## config.mk

```make
export PLATFORM = sky130hd
export DESIGN_NAME = sar_adc_controller_flat
export DESIGN_NICKNAME = d
export VERILOG_FILES = /design/src/rtl/sar_adc_if.sv /design/src/rtl/sar_adc_controller.sv /design/src/flat_wrapper.sv
export SDC_FILE = /design/constraint.sdc
export NUM_CORES = 1
export LEC_CHECK = 0
export BUFFER_PORTS_ARGS = -buffer_cell sky130_fd_sc_hd__buf_2
export CORE_MARGIN = 2
export CORE_UTILIZATION = 54
export DETAILED_ROUTE_END_ITERATION = 8
export PLACE_DENSITY = 0.84
export SLEW_MARGIN = 20
export SYNTH_ARGS = -nofsm -noshare
export SYNTH_HDL_FRONTEND = slang
export SYNTH_SLANG_ARGS = --single-unit
```

## constraint.sdc

```tcl
create_clock -name clk -period 3.1 [get_ports clk]
set_input_delay 0 -clock clk [delete_from_list [all_inputs] [get_ports clk]]
set_output_delay 0 -clock clk [all_outputs]
set_load 0.05 [all_outputs]
```

## src/rtl/sar_adc_if.sv

```systemverilog
// sar_adc_if: handshake and data lines between the SAR controller (master) and the analog front end (slave).
interface sar_adc_if #(parameter int WIDTH = 8);
  logic go;
  logic cmp;
  logic sample;
  logic valid;
  logic [WIDTH-1:0] value;
  logic [WIDTH-1:0] result;
  modport master (input go, cmp, output sample, value, result, valid);
  modport slave (output go, cmp, input sample, value, result, valid);
endinterface

```

## src/rtl/sar_adc_controller.sv

```systemverilog
// sar_adc_controller: successive-approximation control, one bit decided per clock after a one-cycle sample phase.
module sar_adc_controller #(parameter int WIDTH = 8) (
  input logic clk,
  input logic rst_n,
  sar_adc_if.master bus
);
  typedef enum logic [1:0] {IDLE = 2'b00, SAMPLE = 2'b01, CONV = 2'b10, DONE = 2'b11} state_t;
  state_t state_q, state_d;
  logic [WIDTH-1:0] result_q, result_d, mask_q, mask_d;
  always_ff @(posedge clk or negedge rst_n) begin
    if (!rst_n) begin
      state_q <= IDLE;
      result_q <= '0;
      mask_q <= '0;
    end else begin
      state_q <= state_d;
      result_q <= result_d;
      mask_q <= mask_d;
    end
  end
  always_comb begin
    state_d = state_q;
    result_d = result_q;
    mask_d = mask_q;
    case (state_q)
      IDLE: state_d = bus.go ? SAMPLE : IDLE;
      SAMPLE: begin
        result_d = '0;
        mask_d = {1'b1, {(WIDTH-1){1'b0}}};
        state_d = CONV;
      end
      CONV: begin
        result_d = bus.cmp ? (result_q | mask_q) : result_q;
        mask_d = mask_q >> 1;
        state_d = mask_q[0] ? DONE : CONV;
      end
      DONE: state_d = bus.go ? DONE : IDLE;
      default: state_d = IDLE;
    endcase
  end
  assign bus.sample = (state_q == SAMPLE);
  assign bus.valid = (state_q == DONE);
  assign bus.value = result_q | mask_q;
  assign bus.result = result_q;
endmodule

```

## src/flat_wrapper.sv

```systemverilog
// flat-port wrapper written by rule: the top's interface ports become plain ports
module sar_adc_controller_flat 
#(parameter int WIDTH = 8)
  (clk, rst_n, bus_go, bus_cmp, bus_sample, bus_value, bus_result, bus_valid);
  sar_adc_if #(.WIDTH(WIDTH)) bus_i ();
  input logic clk;
  input logic rst_n;
  input wire logic [$bits(bus_i.go)-1:0] bus_go;
  input wire logic [$bits(bus_i.cmp)-1:0] bus_cmp;
  output wire logic [$bits(bus_i.sample)-1:0] bus_sample;
  output wire logic [$bits(bus_i.value)-1:0] bus_value;
  output wire logic [$bits(bus_i.result)-1:0] bus_result;
  output wire logic [$bits(bus_i.valid)-1:0] bus_valid;
  assign bus_i.go = bus_go;
  assign bus_i.cmp = bus_cmp;
  assign bus_sample = bus_i.sample;
  assign bus_value = bus_i.value;
  assign bus_result = bus_i.result;
  assign bus_valid = bus_i.valid;
  sar_adc_controller #(.WIDTH(WIDTH)) u_core (.clk(clk), .rst_n(rst_n), .bus(bus_i));
endmodule
```

==> flow_summary.yaml, run 1 <==
outcome:
  status: "complete, no violations"
critical_path:
  reg2reg_slack_ps: 1520
  required_ps: 3280
  critPathKind: "reg2reg"
  end_kind: "flip-flop"
  path_max_fanout: 9
  arrival_ps: 1770
  crit_path_start_kind: "flip-flop"
layout:
  final_common_cell: "buf_2"
  diodes: 0
  fin_cells: 123
  num-nets-final: 117
  drive_gt1_frac: 0.402
  fill_cells: 122
  multi_input_area_um2: 344
  area_delta_synth_final_pct: 18.1
  stdcell_area_um2: 1010
  layout_common_cells: "buf_2 (21), dfrtp_1 (18), inv_1 (10), a21oi_1 (10), o21ai_0 (9)"
  register_area_um2: 450
  utilization: 0.673
sta:
  fin_crit_sh: 0.511
  rsz0062_at_grt: "no"
  fin_setup_tns_ps: 0
  skew_ps: 4.58
  fin_crit_ps: 1580
  finalSetupViolCount: 0
  hold_viol: 0
  drv_slew: 0
  tightest_slew_ps: 474
  timing.fmax_ghz: 0.631
  relSlewSlack: 0.684
  hold_ws_ps: 141
  finalWorstSetupSlack_ps: 1520
logic_synthesis:
  synth.avg_cell_area_um2: 10.3
  yosysSeqAreaShare: 0.525
  synth_fp_nets: 92
  synth_area_leaders: "dfrtp_1 (52%), ha_1 (7.3%), a21oi_1 (5.8%)"
  synth.ff_latch_count: 18
  netlist.area_leader.share: 0.525
  ys_types: 16
  synth_area_um2: 858
  yosys.area.top_type: "dfrtp_1"
  synthCells: 83
  synth_warnings: 0
power_and_ir_drop:
  p_seq_frac: 0.320
  p_sw_frac: 0.519
  pwr_density_cell_nw_per_um2: 1050
  power.internal_uw: 513
  pwr-share-clk: 0.136
  ir_drop_v: 0.000651
  power_frac_comb: 0.544
  p_leak_nw: 0.547
  p_switching_uw: 553
  power_mw: 1.07
place:
  globalplace.congestion: 0.771
  place_ws_ps: 1560
  portBuffers: 21
  dp_hpwl_um: 1170
  dp_cells: 117
  dpl-instance-area_um2: 957
drt:
  vias_per_cell: 5.47
  drtAntennaViolNets: 0
  drcViolationCount: 0
  totalWireLength_um: 1730
  dr.pass1.iters: 4
  wl_per_cell_um: 14.1
  drtIter0Drc: 13
  route.vias.total: 673
floorplan:
  ios: 22
  dieHeight_um: 43.9
  start_util: 0.570
  fp.dieArea_um2: 1920
  die_x_um: 43.9
  num_rows: 14
  coreArea_um2: 1510
cts:
  clk_latency_ps: 300
  cts_buffers: 3
  cts_sinks: 18
  clockBufferDepth: 2
  postCtsSetupBuffers: 0
  root_buffer: "clkbuf_4"
  cts-htree-levels: 1
  path_clk_slew_ps: 100
  tritoncts: "done"
global_routing:
  grt_pass1_wl_um: 2950
  grt-ovfl-total: 0
  grt_pass1_vias: 642
  grtUsageTotal: 0.213
  grt_max_degree: 19
  antenna_found_initial: 0
worst_hold_path:
  hold_path.class: "in2async"
job:
  maxCapViolations: 0
worst max-delay path: stages (launching register included):
cell,delay (ps)
dfrtp_1,420
inv_1,110
ha_1,240
mux2_4,270
nor2b_4,340
nor2_2,80
cells in the mapped netlist:
| cell | n |
|---|---|
| a21oi_1 | 10 |
| buf_6 | 2 |
| clkbuf_1 | 1 |
| dfrtp_1 | 18 |
| ha_1 | 5 |
| inv_1 | 10 |
| mux2_4 | 1 |
| mux2i_1 | 1 |
| nand2_1 | 1 |
| nand3_1 | 7 |
| nor2_1 | 1 |
| nor2_2 | 7 |
| nor2_4 | 1 |
| nor2b_4 | 1 |
| o21ai_0 | 9 |
| or2_2 | 8 |
layer usage:
layer,track usage,routed length (um)
met1,0.287,760
met2,0.324,851
met3,0.0250,70
met4,0.139,49
met5,0,0
worst paths after layout:
| path | from | to | cells past startpoint |
|---|---|---|---|
| max in group asynchronous | rst_n | u_core.bus.result[5] | 2 |
| setup reg to reg | u_core.state_q[0] | u_core.bus.result[5] | 5 |
| min in group clk | bus_cmp | u_core.bus.result[0] | 4 |
| setup / recovery | u_core.state_q[0] | u_core.bus.result[5] | 5 |
| hold / removal | rst_n | u_core.state_q[1] | 2 |
| hold reg to reg | u_core.bus.result[0] | u_core.bus.result[0] | 2 |
state kept, by name (all words and copies together) (netlist names):
name               cells
u_core.state_q         2
u_core.mask_q          8
u_core.bus.result      8
what timing repair did:
item                                   4_1_cts  5_1_grt
hold buffers                                 2        0
endpoints found under the hold margin       19        0
gates resized for setup                      0        0
area by class of cell:
class,count,share of cell area
multi-input cells,52,0.340
clock buffers,4,0.0358
flip-flops and latches,18,0.444
inverters,10,0.0370
well taps,16,0.0198
repair buffers,23,0.123
logic make-up (layout without fill, tap and decap cells):
family                     after synthesis  in the layout  share of synthesized area
muxes                                    2              2                     0.0291
DFF                                     18             18                      0.525
AOI/OAI and AO/OA                       19             19                      0.111
buffers and inverters                   13             37                     0.0743
and+or+nand+nor                         26             26                      0.188
adders and majority gates                5              5                     0.0729
power groups by stage:
stage                     clock, mW  combinational, mW  sequential (mW)
final                         0.145              0.580            0.341
after global routing          0.158              0.624            0.353
after CTS                     0.147              0.584            0.340
after detailed placement          0              0.577            0.344
after global placement            0              0.560            0.339
after floorplan                   0              0.416            0.405
(Power assumes the default switching activity.)
==> run 2, diff against run 1 <==
CORE_UTILIZATION = 50   (was 54)
PLACE_DENSITY = 0.79   (was 0.84)
clock period = 1.6 ns   (was 3.1 ns; I/O delays follow)
==> run 2 against run 1 <==
Clock power up 93%. Via count down 2.5%. Final cell count stayed put. Hold slack worse by 130 ps. Critical path depth is the same. Sequential cell count unchanged. Critical endpoint is now u_core.bus.result[0]. Largest cell class unchanged. Largest power group unchanged. Highest routed layer unchanged.
==> flow_summary.yaml, run 2 (same netlist as run 1, synthesis figures left out) <==
outcome:
  status: "complete, no violations"
place:
  dp_cells: 117
  globalplace.congestion: 0.729
  dp_hpwl_um: 1060
  portBuffers: 21
  place_ws_ps: 77.6
floorplan:
  fp.dieArea_um2: 2060
  start_util: 0.551
  num_rows: 14
  dieHeight_um: 45.4
  coreArea_um2: 1560
  ios: 22
  die_x_um: 45.4
drt:
  dr.pass1.iters: 4
  totalWireLength_um: 1520
  route.vias.total: 656
  drtIter0Drc: 10
  drcViolationCount: 0
  vias_per_cell: 5.33
  wl_per_cell_um: 12.4
  drtAntennaViolNets: 0
sta:
  finalWorstSetupSlack_ps: 78.6
  skew_ps: 2.93
  fin_crit_ps: 1520
  finalSetupViolCount: 0
  drv_slew: 0
  timing.fmax_ghz: 0.657
  fin_crit_sh: 0.951
  tightest_slew_ps: 447
  hold_ws_ps: 15.8
  fin_setup_tns_ps: 0
  rsz0062_at_grt: "no"
  relSlewSlack: 0.702
  hold_viol: 0
critical_path:
  reg2regPathDepth: 5
  arrival_ps: 1700
  critical-path-slowest-cell: "dfrtp_1"
  timing.rr.start: "u_core.state_q[0]"
  reg2reg_slack_ps: 80
  end_kind: "flip-flop"
  path_cells: "inv_1 -> ha_1 -> mux2_4 -> nor2b_4 -> nor2_2"
  path_max_fanout: 9
  r2r-end: "u_core.bus.result[0]"
  required_ps: 1780
  critPathKind: "reg2reg"
  slowest_delay_ps: 400
  crit_path_start_kind: "flip-flop"
global_routing:
  grt_pass1_vias: 594
  use_met3: 0.0357
  grt_max_degree: 19
  grt_pass1_wl_um: 2580
  use_met1: 0.230
  antenna_found_initial: 0
  use_met2: 0.285
  grtUsageTotal: 0.178
  grt-ovfl-total: 0
  grt-busiest-layer: "met2"
layout:
  area_delta_synth_final_pct: 18.1
  num-nets-final: 117
  drive_gt1_frac: 0.421
  fin_cells: 123
  final_common_cell: "buf_2"
  diodes: 0
  fill_cells: 134
  layout_common_cells: "buf_2 (21), dfrtp_1 (18), inv_1 (10), a21oi_1 (10), o21ai_0 (9)"
power_and_ir_drop:
  pwr_density_cell_nw_per_um2: 2030
  p_leak_nw: 0.546
  power_mw: 2.05
  ir_drop_v: 0.00129
worst_hold_path:
  hold_start: "bus_go"
  min_to: "u_core.state_q[1]"
  hold_path.class: "in2reg"
  hold_depth: 3
cts:
  cts-htree-levels: 1
  cts-resized-gates: 0
  cts_sinks: 18
  root_buffer: "clkbuf_4"
  clockBufferDepth: 2
  cts_buffers: 3
  path_clk_slew_ps: 100
  tritoncts: "done"
  clk_latency_ps: 290
job:
  maxCapViolations: 0
==> run 2: cell count changes in the layout (fill, tap and decap cells not counted) <==
cell and change:
buf_4 +1, dlygate4sd3_1 -1, ha_1 -1, ha_2 +1
==> run 2: worst max-delay path by stage <==
stage                      startpoint                   end  slack [ps]  cells past startpoint
finish              u_core.state_q[0]  u_core.bus.result[0]          80                      5
global route        u_core.state_q[0]  u_core.bus.result[3]           2                      5
CTS                 u_core.state_q[0]  u_core.bus.result[0]          60                      5
detailed placement  u_core.state_q[0]  u_core.bus.result[5]          80                      5
global placement    u_core.state_q[0]  u_core.bus.result[6]         150                      5
floorplan           u_core.state_q[1]  u_core.bus.result[3]          70                      6
==> run 2: worst max-delay path, delay by kind of cell (launching register included) <==
kind                       cells  cell delay, ps
DFF                            1             400
buffers and inverters          1              90
muxes                          1             270
adders and majority gates      1             240
and+or+nand+nor                2             400
==> run 2: through the flow <==
step / cell area [um2] / utilization
after floorplan: 861 / -
after global placement: 960 / 0.616
after detailed placement: 960 / 0.616
after CTS: 1010 / 0.645
after global routing: 1010 / 0.650
final: 1010 / 0.650
==> run 2: layer usage <==
layer  share of wire  vias up
met2            0.46       21
met3           0.051        4
met5               0        -
met4           0.014        0
met1            0.47      313
li1                -      318
==> run 2: where the power goes <==
| part | switching (mW) | leakage [nW] | internal [mW] |
|---|---|---|---|
| Combinational | 0.813 | 0.284 | 0.307 |
| Sequential | 0.0964 | 0.241 | 0.557 |
| Clock | 0.141 | 0.0210 | 0.139 |
| Total | 1.05 | 0.546 | 1.00 |
==> run 2: cell type report <==
type / instances / area, um2 / area share
Inverter: 10 / 37.5 / 0.0370
Multi-Input combinational cell: 52 / 347 / 0.342
Sequential cell: 18 / 450 / 0.444
Timing Repair Buffer: 23 / 123 / 0.121
Tap cell: 16 / 20.0 / 0.0198
Clock buffer: 4 / 36.3 / 0.0358
==> run 2: what timing repair did <==
action	4_1_cts	5_1_grt
buffers inserted	0	1
endpoints found under the hold margin	18	0
hold buffers	1	0
setup endpoints to repair	0	8
